`src/rtl/motor_step_sequencer_if.sv`:
```
// Queue-walk and motor driver signals between the top-level FSM/queue builder
// (master) and the step sequencer (slave).
interface motor_step_sequencer_if #(
  parameter int ADDR_W = 8
);
  logic              start;
  logic              abort;
  logic [ADDR_W:0]   q_len;
  logic [ADDR_W-1:0] q_addr;
  logic [3:0]        q_data;
  logic [5:0]        step_o;
  logic              dir_o;
  logic [5:0]        motor_en_o;
  logic              busy;
  logic              done;
  logic              err;
  logic [ADDR_W:0]   moves_done;

  modport master (
    output start, abort, q_len, q_data,
    input  q_addr, step_o, dir_o, motor_en_o, busy, done, err, moves_done
  );

  modport slave (
    input  start, abort, q_len, q_data,
    output q_addr, step_o, dir_o, motor_en_o, busy, done, err, moves_done
  );
endinterface

```
`src/rtl/motor_step_sequencer.sv`:
```
// Walks the move queue and drives one stepper motor at a time: DIR setup,
// a fixed burst of STEP pulses, then a settle gap before the next entry.
//
// state    | meaning
// IDLE     | waiting for start
// LOAD     | decode queue entry at q_addr (skip code 7, stop on code 0)
// SETUP    | DIR stable, motor enabled, no steps yet
// PULSE_HI | step_o[sel] high for one half-period
// PULSE_LO | step_o low for one half-period, counts a completed step
// SETTLE   | post-move idle gap, motor still enabled
// DONE     | one-cycle done pulse, busy dropped
module motor_step_sequencer #(
  parameter int ADDR_W       = 8,
  parameter int STEPS_PER_MV = 50,
  parameter int HALF_PER     = 25000,
  parameter int SETTLE       = 500000
) (
  input  logic clk,
  input  logic rst,
  motor_step_sequencer_if.slave bus
);

  localparam int TMR_MAX = (SETTLE > HALF_PER) ? SETTLE : HALF_PER;
  localparam int TMR_W   = $clog2(TMR_MAX + 1);
  localparam int CNT_W   = $clog2(STEPS_PER_MV + 1);

  localparam logic [TMR_W-1:0]  HALF_LD    = TMR_W'(HALF_PER - 1);
  localparam logic [TMR_W-1:0]  SETTLE_LD  = TMR_W'(SETTLE - 1);
  localparam logic [TMR_W-1:0]  TMR_ONE    = TMR_W'(1);
  localparam logic [CNT_W-1:0]  STEPS_LAST = CNT_W'(STEPS_PER_MV - 1);
  localparam logic [CNT_W-1:0]  CNT_ONE    = CNT_W'(1);
  localparam logic [ADDR_W:0]   LEN_ONE    = (ADDR_W+1)'(1);
  localparam logic [ADDR_W-1:0] ADDR_ONE   = ADDR_W'(1);

  typedef enum logic [2:0] {
    S_IDLE, S_LOAD, S_SETUP, S_PULSE_HI, S_PULSE_LO, S_SETTLE, S_DONE
  } state_t;

  state_t           state;
  logic [TMR_W-1:0] tmr;
  logic [CNT_W-1:0] step_cnt;
  logic [2:0]       sel;
  logic [ADDR_W:0]  len_r;

  logic [2:0] motor;
  logic       last_entry;
  logic       tmr_zero;
  logic       moving;

  assign motor      = bus.q_data[2:0];
  assign last_entry = ({1'b0, bus.q_addr} == (len_r - LEN_ONE));
  assign tmr_zero   = (tmr == '0);
  assign moving     = (state != S_IDLE) && (state != S_DONE);

  always_ff @(posedge clk or posedge rst) begin
    if (rst) begin
      state          <= S_IDLE;
      tmr            <= '0;
      step_cnt       <= '0;
      sel            <= '0;
      len_r          <= '0;
      bus.q_addr     <= '0;
      bus.step_o     <= '0;
      bus.dir_o      <= 1'b0;
      bus.motor_en_o <= '0;
      bus.busy       <= 1'b0;
      bus.done       <= 1'b0;
      bus.err        <= 1'b0;
      bus.moves_done <= '0;
    end else begin
      bus.done <= 1'b0;
      if (moving && bus.abort) begin
        state          <= S_DONE;
        bus.step_o     <= '0;
        bus.motor_en_o <= '0;
        bus.busy       <= 1'b0;
        bus.done       <= 1'b1;
      end else begin
        case (state)
          S_IDLE: begin
            if (bus.start) begin
              len_r          <= bus.q_len;
              bus.q_addr     <= '0;
              bus.err        <= 1'b0;
              bus.moves_done <= '0;
              if (bus.q_len != '0) begin
                state    <= S_LOAD;
                bus.busy <= 1'b1;
              end else begin
                state    <= S_DONE;
                bus.done <= 1'b1;
              end
            end
          end
          S_LOAD: begin
            if (motor == 3'd0) begin
              state    <= S_DONE;
              bus.busy <= 1'b0;
              bus.done <= 1'b1;
            end else if (motor == 3'd7) begin
              bus.err <= 1'b1;
              if (last_entry) begin
                state    <= S_DONE;
                bus.busy <= 1'b0;
                bus.done <= 1'b1;
              end else begin
                bus.q_addr <= bus.q_addr + ADDR_ONE;
              end
            end else begin
              sel            <= motor - 3'd1;
              bus.dir_o      <= bus.q_data[3];
              bus.motor_en_o <= 6'b000001 << (motor - 3'd1);
              step_cnt       <= '0;
              tmr            <= HALF_LD;
              state          <= S_SETUP;
            end
          end
          S_SETUP: begin
            if (tmr_zero) begin
              bus.step_o <= 6'b000001 << sel;
              tmr        <= HALF_LD;
              state      <= S_PULSE_HI;
            end else begin
              tmr <= tmr - TMR_ONE;
            end
          end
          S_PULSE_HI: begin
            if (tmr_zero) begin
              bus.step_o <= '0;
              tmr        <= HALF_LD;
              state      <= S_PULSE_LO;
            end else begin
              tmr <= tmr - TMR_ONE;
            end
          end
          S_PULSE_LO: begin
            if (tmr_zero) begin
              step_cnt <= step_cnt + CNT_ONE;
              if (step_cnt == STEPS_LAST) begin
                tmr   <= SETTLE_LD;
                state <= S_SETTLE;
              end else begin
                bus.step_o <= 6'b000001 << sel;
                tmr        <= HALF_LD;
                state      <= S_PULSE_HI;
              end
            end else begin
              tmr <= tmr - TMR_ONE;
            end
          end
          S_SETTLE: begin
            if (tmr_zero) begin
              bus.moves_done <= bus.moves_done + LEN_ONE;
              bus.motor_en_o <= '0;
              if (last_entry) begin
                state    <= S_DONE;
                bus.busy <= 1'b0;
                bus.done <= 1'b1;
              end else begin
                bus.q_addr <= bus.q_addr + ADDR_ONE;
                state      <= S_LOAD;
              end
            end else begin
              tmr <= tmr - TMR_ONE;
            end
          end
          S_DONE: state <= S_IDLE;
          default: state <= S_IDLE;
        endcase
      end
    end
  end

endmodule
```
`src/flat_wrapper.sv`:
```
// flat-port wrapper written by rule: the top's interface ports become plain ports
module motor_step_sequencer_flat 
#(
  parameter int ADDR_W       = 8,
  parameter int STEPS_PER_MV = 50,
  parameter int HALF_PER     = 25000,
  parameter int SETTLE       = 500000
)
  (clk, rst, bus_start, bus_abort, bus_q_len, bus_q_data, bus_q_addr, bus_step_o, bus_dir_o, bus_motor_en_o, bus_busy, bus_done, bus_err, bus_moves_done);
  motor_step_sequencer_if #(.ADDR_W(ADDR_W)) bus_i ();
  input  logic clk;
  input  logic rst;
  input wire logic [$bits(bus_i.start)-1:0] bus_start;
  input wire logic [$bits(bus_i.abort)-1:0] bus_abort;
  input wire logic [$bits(bus_i.q_len)-1:0] bus_q_len;
  input wire logic [$bits(bus_i.q_data)-1:0] bus_q_data;
  output wire logic [$bits(bus_i.q_addr)-1:0] bus_q_addr;
  output wire logic [$bits(bus_i.step_o)-1:0] bus_step_o;
  output wire logic [$bits(bus_i.dir_o)-1:0] bus_dir_o;
  output wire logic [$bits(bus_i.motor_en_o)-1:0] bus_motor_en_o;
  output wire logic [$bits(bus_i.busy)-1:0] bus_busy;
  output wire logic [$bits(bus_i.done)-1:0] bus_done;
  output wire logic [$bits(bus_i.err)-1:0] bus_err;
  output wire logic [$bits(bus_i.moves_done)-1:0] bus_moves_done;
  assign bus_i.start = bus_start;
  assign bus_i.abort = bus_abort;
  assign bus_i.q_len = bus_q_len;
  assign bus_i.q_data = bus_q_data;
  assign bus_q_addr = bus_i.q_addr;
  assign bus_step_o = bus_i.step_o;
  assign bus_dir_o = bus_i.dir_o;
  assign bus_motor_en_o = bus_i.motor_en_o;
  assign bus_busy = bus_i.busy;
  assign bus_done = bus_i.done;
  assign bus_err = bus_i.err;
  assign bus_moves_done = bus_i.moves_done;
  motor_step_sequencer #(.ADDR_W(ADDR_W), .STEPS_PER_MV(STEPS_PER_MV), .HALF_PER(HALF_PER), .SETTLE(SETTLE)) u_core (.clk(clk), .rst(rst), .bus(bus_i));
endmodule
```
`config.mk`:
```
export PLATFORM = sky130hd
export DESIGN_NAME = motor_step_sequencer_flat
export DESIGN_NICKNAME = d
export VERILOG_FILES = /design/src/rtl/motor_step_sequencer_if.sv /design/src/rtl/motor_step_sequencer.sv /design/src/flat_wrapper.sv
export SDC_FILE = /design/constraint.sdc
export NUM_CORES = 1
export LEC_CHECK = 0
export ABC_AREA = 1
export CAP_MARGIN = 20
export CORE_MARGIN = 2
export CORE_UTILIZATION = 45
export DETAILED_ROUTE_END_ITERATION = 16
export GPL_ROUTABILITY_DRIVEN = 0
export PLACE_DENSITY = 0.65
export RECOVER_POWER = 100
export SLEW_MARGIN = 20
export SYNTH_ARGS = -nofsm -noshare
export SYNTH_HDL_FRONTEND = slang
export SYNTH_SLANG_ARGS = --single-unit
export TNS_END_PERCENT = 30
```
`constraint.sdc`:
```
create_clock -name clk -period 6.16 [get_ports clk]
set_input_delay 1.848 -clock clk [delete_from_list [all_inputs] [get_ports clk]]
set_output_delay 1.848 -clock clk [all_outputs]
set_load 0.01 [all_outputs]
```
==> results of run 1 <==
path summary, 6_finish.rpt:
kind                                                   start  cells past startpoint                            to
max in group asynchronous                                rst                      3    u_core.tmr[18]$_DFFE_PP0P_
worst min register to register  u_core.bus.dir_o$_DFFE_PP0P_                      2  u_core.bus.dir_o$_DFFE_PP0P_
worst max register to register   u_core.state[0]$_DFFE_PP0P_                     11     u_core.tmr[9]$_DFFE_PP0P_
worst max-delay path                           bus_q_data[0]                     12     u_core.tmr[9]$_DFFE_PP0P_
min in group asynchronous                                rst                      2   u_core.len_r[5]$_DFFE_PP0P_
worst min-delay path            u_core.bus.dir_o$_DFFE_PP0P_                      2  u_core.bus.dir_o$_DFFE_PP0P_
flip-flops by register name, summed over array words and instances (netlist names), 6 cells and up:
signal / count
u_core.bus.motor_en_o: 6
u_core.step_cnt: 6
u_core.bus.step_o: 6
u_core.tmr: 19
u_core.len_r: 9
u_core.bus.q_addr: 8
u_core.bus.moves_done: 9
worst register-to-register path, stage by stage (launching register included):
cell and delay (ps):
dfrtp_1 420, inv_1 110, nor2_4 300, inv_4 110
nor2_8 170, inv_2 160, nor2_4 190, inv_1 80
nand3_1 470, inv_1 410, nand2_1 230, a21boi_0 210
logic make-up (layout without fill, tap and decap cells):
group / after synthesis / after routing / share of synthesized area (%)
xor+xnor: 17 / 17 / 3.19
buf+inv: 93 / 147 / 8.29
mux: 1 / 1 / 0.215
fa+ha+maj: 13 / 13 / 3.49
flops: 73 / 73 / 39.2
compound gates: 87 / 87 / 11.0
simple gates: 365 / 365 / 34.6
per-stage QoR:
stage / hold WS, ps / area [µm²] / std cells / utilization, %
2_1_floorplan: 453 / 4660 / 649 / -
3_3_place_gp: 477 / 5260 / 826 / 51.7
3_5_place_dp: 477 / 5260 / 826 / 51.7
4_1_cts: 501 / 5430 / 839 / 53.3
5_1_grt: 520 / 5380 / 839 / 52.9
6_report: 488 / 5380 / 839 / 52.9
per-layer routing:
metal | global-route usage, % | share of wire [%]
met1 | 29.0 | 48
met2 | 33.3 | 46
met3 | 3.15 | 4.4
met4 | 6.48 | 1.8
met5 | 0 | 0
layout make-up:
cell class	instances	area, µm²
fillers	1033	4800
repair buffers	50	498
clock buffers	13	169
multi-input cells	483	2400
flip-flops and latches	73	1830
well taps	136	170
inverters	84	319
placed cells by master, fill, tap and decap left out, types with 3 or more instances in the layout:
master / Yosys / layout
nand4_1: 17 / 17
nand2_1: 192 / 193
clkbuf_8: 0 / 12
nor2_2: 7 / 6
xor2_1: 15 / 15
nand3_1: 56 / 58
inv_1: 76 / 78
nor3_1: 5 / 5
nand3_2: 4 / 3
nand3b_1: 3 / 3
inv_2: 7 / 4
nor2_1: 70 / 71
ha_1: 13 / 13
dfrtp_1: 73 / 73
clkdlybuf4s50_1: 0 / 12
o31ai_1: 7 / 7
o21ai_0: 42 / 48
dlygate4sd3_1: 0 / 37
a21oi_1: 15 / 17
where the power goes:
part / internal (mW) / total (mW) / switching, mW / leakage (nW)
clock: 0.173 / 0.339 / 0.166 / 0.0875
sequential: 0.605 / 0.717 / 0.111 / 0.948
combinational: 0.327 / 0.986 / 0.659 / 1.69
==> results.ini, run 1 <==
[synthesis]
yosysWarnings=0
syn_area_per_cell_um2=7.19
yosysTopAreaCell=dfrtp_1
ys.flop_type=dfrtp_1
ys_top_cells_by_area=dfrtp_1, nand2_1, inv_1
ys_seq_area_share_pct=39.2
ys_ff_latch=73
synth_top_area_share_pct=39.2
syn_nets=679
syn_area_mm2=0.00466
synth-async-reset-ratio_pct=100
synthMostInstantiatedCell=nand2_1
syn_inst=649
synth_edf_count=0
yosysUniqueCellTypes=43
synth_common_cells=nand2_1, inv_1, dfrtp_1

[sta]
max-slew-margin-rel_pct=-53.3
setup_tns_ps=0
setup_viol_count_final=0
final.period_utilization_pct=72.8
report.final.slew_viol_count=50
finalClockSkew_ps=9.67
rsz0062_at_grt=false
fin_ws_ps=1680
final-hold-violation-count=0
fmax_mhz=223
min_period_ps=4480
tightestPinTransition_ps=2290

[clocking]
cts_num_sinks=73
root_buffer=clkbuf_8
htreeDepth=3
clock_path_buffers=2
cts-buffers-inserted=9
cts_tree=built
postCtsSetupRepairBufs=0
worstSkewPairLatency_ps=340
cts-hold-fix-buffers=0
cts.repair.resized=0
clkTransAtPathRegs_ps=70

[global_routing]
grt_pass1_wl_mm=18.9
overflow=0
grt_pass1_vias=4068
grt_util_all_layers_pct=20.8
antenna_found_initial=0
grt_max_degree=50

[power]
power_density_mw_per_mm2=379
power_mw=2.04
leakage_nw=2.73
ir_worst_vdd_uv=205

[drt]
drt-pass1-iter-count=5
vias=4344
ant_nets=0
wl_per_cell_um=13.2
drt_iter0_markers=240
remaining_drc_errors=0
drt-total-wl_mm=11.1
viasPerCell=5.18

[floorplanning]
core-area_mm2=0.0102
die_h_um=106
io_pins=50
initial_utilization_pct=45.8
dieArea_mm2=0.0112
num_rows=37
dieWidth_um=106

[status]
violations=capacitance limit, slew limit
outcome=complete, but fails checks

[worst_setup_path]
cp_max_fo=16
crit_chain=dlygate4sd3_1 > inv_1 > ha_1 > inv_1 > nor2_1 > inv_1 > a21oi_1 > a31oi_1 > nand3_1 > inv_1 > nand2_1 > a21boi_0
required_ps=6370
slowest_stage=dlygate4sd3_1
cp_top_family=buffers and inverters
crit_type=primary input to register
crit_path_end_kind=register
start_kind=primary input
cpMostUsedCell=inv_1
critPathBufInv=5
reg2reg_slack_ps=3210
cp_data_arrival_time_ps=4700
max_stage_delay_ps=620

[cells_and_area]
nets=731
drive_gt1_share_pct=5.12
antennaDiodeCount=0
syn_to_final_growth_pct=15.5

[placed_design]
portBuffers=49
post-place-ws_ps=1860
place_hpwl_mm=8.36

[min_path]
hold_class=register to register

[flow_run]
drv_cap=1

No activity file was read; power rests on OpenSTA's default activity.
==> run 2, diff against run 1 <==
clock period = 4.51 ns   (was 6.16 ns; I/O delays follow)
==> run 2 against run 1 <==
  * Final area up 1.0%
  * Hold slack hardly changed
  * Sequential cell count unchanged
  * Count of clock-buffer cells in the layout fell by 2
  * Critical path depth did not move
  * Total power up 43%
  * Routed wire length down 0.23%
  * The flow now finishes without violations
  * Non-clock buffer count stayed put
  * Largest cell class unchanged
  * First-iteration DRC count rose by 6.7%
==> results.ini, run 2 (same netlist as run 1, synthesis figures left out) <==
[status]
outcome=finished, final reports clean

[power]
power_mw=2.92
power_density_mw_per_mm2=537
leakage_nw=2.76
ir_worst_vdd_uv=304

[worst_setup_path]
cp_data_arrival_time_ps=3950
crit_path_end_kind=register
required_ps=4730
reg2reg_depth=11
crit_type=primary input to register
worst_r2r_startpoint=u_core.state[0]$_DFFE_PP0P_
reg2reg_slack_ps=1770
rr_endpoint=u_core.tmr[9]$_DFFE_PP0P_
cp_max_fo=16
start_kind=primary input
critPathLaunch=bus_q_data[0]
cp-endpoint=u_core.tmr[9]$_DFFE_PP0P_

[cells_and_area]
drive_gt1_share_pct=5.67
mostFrequentLayoutCells=nand2_1, inv_1, dfrtp_1, nor2_1, nand3_1
max_flop_register=u_core.tmr
final_common_cell=nand2_1
antennaDiodeCount=0
design_area_mm2=0.00544
utilization_pct=53.4
nets=731
syn_to_final_growth_pct=16.7
largest_reg_flops=19
top_regs=u_core.tmr x19, u_core.bus.moves_done x9, u_core.len_r x9

[sta]
setup_tns_ps=0
finalClockSkew_ps=8.06
setup_viol_count_final=0
max-slew-margin-rel_pct=22.3
final-hold-violation-count=0
rsz0062_at_grt=false
tightestPinTransition_ps=1160
fmax_mhz=269
report.final.slew_viol_count=0
min_period_ps=3720
final.period_utilization_pct=82.5

[clocking]
cts_num_sinks=73
clock_path_buffers=2
cts_tree=built
postCtsSetupRepairBufs=0
clkTransAtPathRegs_ps=80
cts.repair.resized=0
htreeDepth=3
root_buffer=clkbuf_8
cts-buffers-inserted=9
worstSkewPairLatency_ps=350
cts-hold-fix-buffers=0

[drt]
wl_per_cell_um=13.2
remaining_drc_errors=0
viasPerCell=5.15
drt-total-wl_mm=11.1
drt-pass1-iter-count=6
ant_nets=0
vias=4339
drt_iter0_markers=256

[floorplanning]
num_rows=37
dieArea_mm2=0.0112
io_pins=50
dieWidth_um=106
die_h_um=106
core-area_mm2=0.0102
initial_utilization_pct=45.8

[placed_design]
place_area_mm2=0.00528
place_hpwl_mm=8.09
portBuffers=49

[global_routing]
grt_util_all_layers_pct=20.6
grt_pass1_wl_mm=18.7
antenna_found_initial=0
overflow=0
grt_pass1_vias=3987
grt_max_degree=46

[min_path]
hold_class=register to register
holdPathStages=2

[flow_run]
drv_cap=0

-- run 2: cell type report --
| class | instances | area [µm²] |
|---|---|---|
| fill | 1027 | 4740 |
| multi-input combinational | 483 | 2400 |
| sequential | 73 | 1830 |
| timing repair buffer | 50 | 495 |
| inverter | 84 | 318 |
| tap | 136 | 170 |
| clock buffer | 11 | 151 |
| clock inverter | 5 | 77.6 |
-- run 2: worst min path at each step --
stage                                             to                        startpoint  slack (ps)
finish              u_core.bus.step_o[0]$_DFFE_PP0P_  u_core.bus.step_o[0]$_DFFE_PP0P_         490
global route        u_core.bus.step_o[5]$_DFFE_PP0P_  u_core.bus.step_o[5]$_DFFE_PP0P_         530
CTS                        u_core.sel[1]$_DFFE_PP0P_         u_core.sel[1]$_DFFE_PP0P_         500
detailed placement  u_core.bus.step_o[0]$_DFFE_PP0P_  u_core.bus.step_o[0]$_DFFE_PP0P_         480
global placement    u_core.bus.step_o[3]$_DFFE_PP0P_  u_core.bus.step_o[3]$_DFFE_PP0P_         480
floorplan                  u_core.sel[1]$_DFFE_PP0P_         u_core.sel[1]$_DFFE_PP0P_         450
-- run 2: where the power goes --
| group | leakage (nW) | internal [mW] | switching (mW) |
|---|---|---|---|
| clock network | 0.115 | 0.340 | 0.257 |
| logic | 1.70 | 0.447 | 0.902 |
| registers | 0.948 | 0.826 | 0.150 |
| total | 2.76 | 1.61 | 1.31 |
-- run 2: critical path, stage by stage --
cell             delay, ps
clkdlybuf4s50_1        550
inv_1                  100
ha_1                   200
inv_1                   50
nor2_1                  50
inv_1                   70
a21oi_1                 80
a31oi_1                250
nand3_1                490
inv_2                  430
nand2_1                170
a21boi_0               160
-- run 2: layer usage --
layer,GRT usage (%),wire [µm]
met5,0,0
met4,5.26,150
met2,31.3,4920
met3,4.45,519
met1,29.9,5490
-- run 2: per-stage QoR --
| stage | hold slack (ps) | setup slack [ps] | instances |
|---|---|---|---|
| 6_report | 487 | 787 | 842 |
| 4_1_cts | 498 | 1080 | 842 |
| 3_5_place_dp | 478 | 700 | 826 |
| 2_1_floorplan | 453 | 1300 | 649 |
| 3_3_place_gp | 477 | 762 | 826 |
| 5_1_grt | 530 | 479 | 842 |
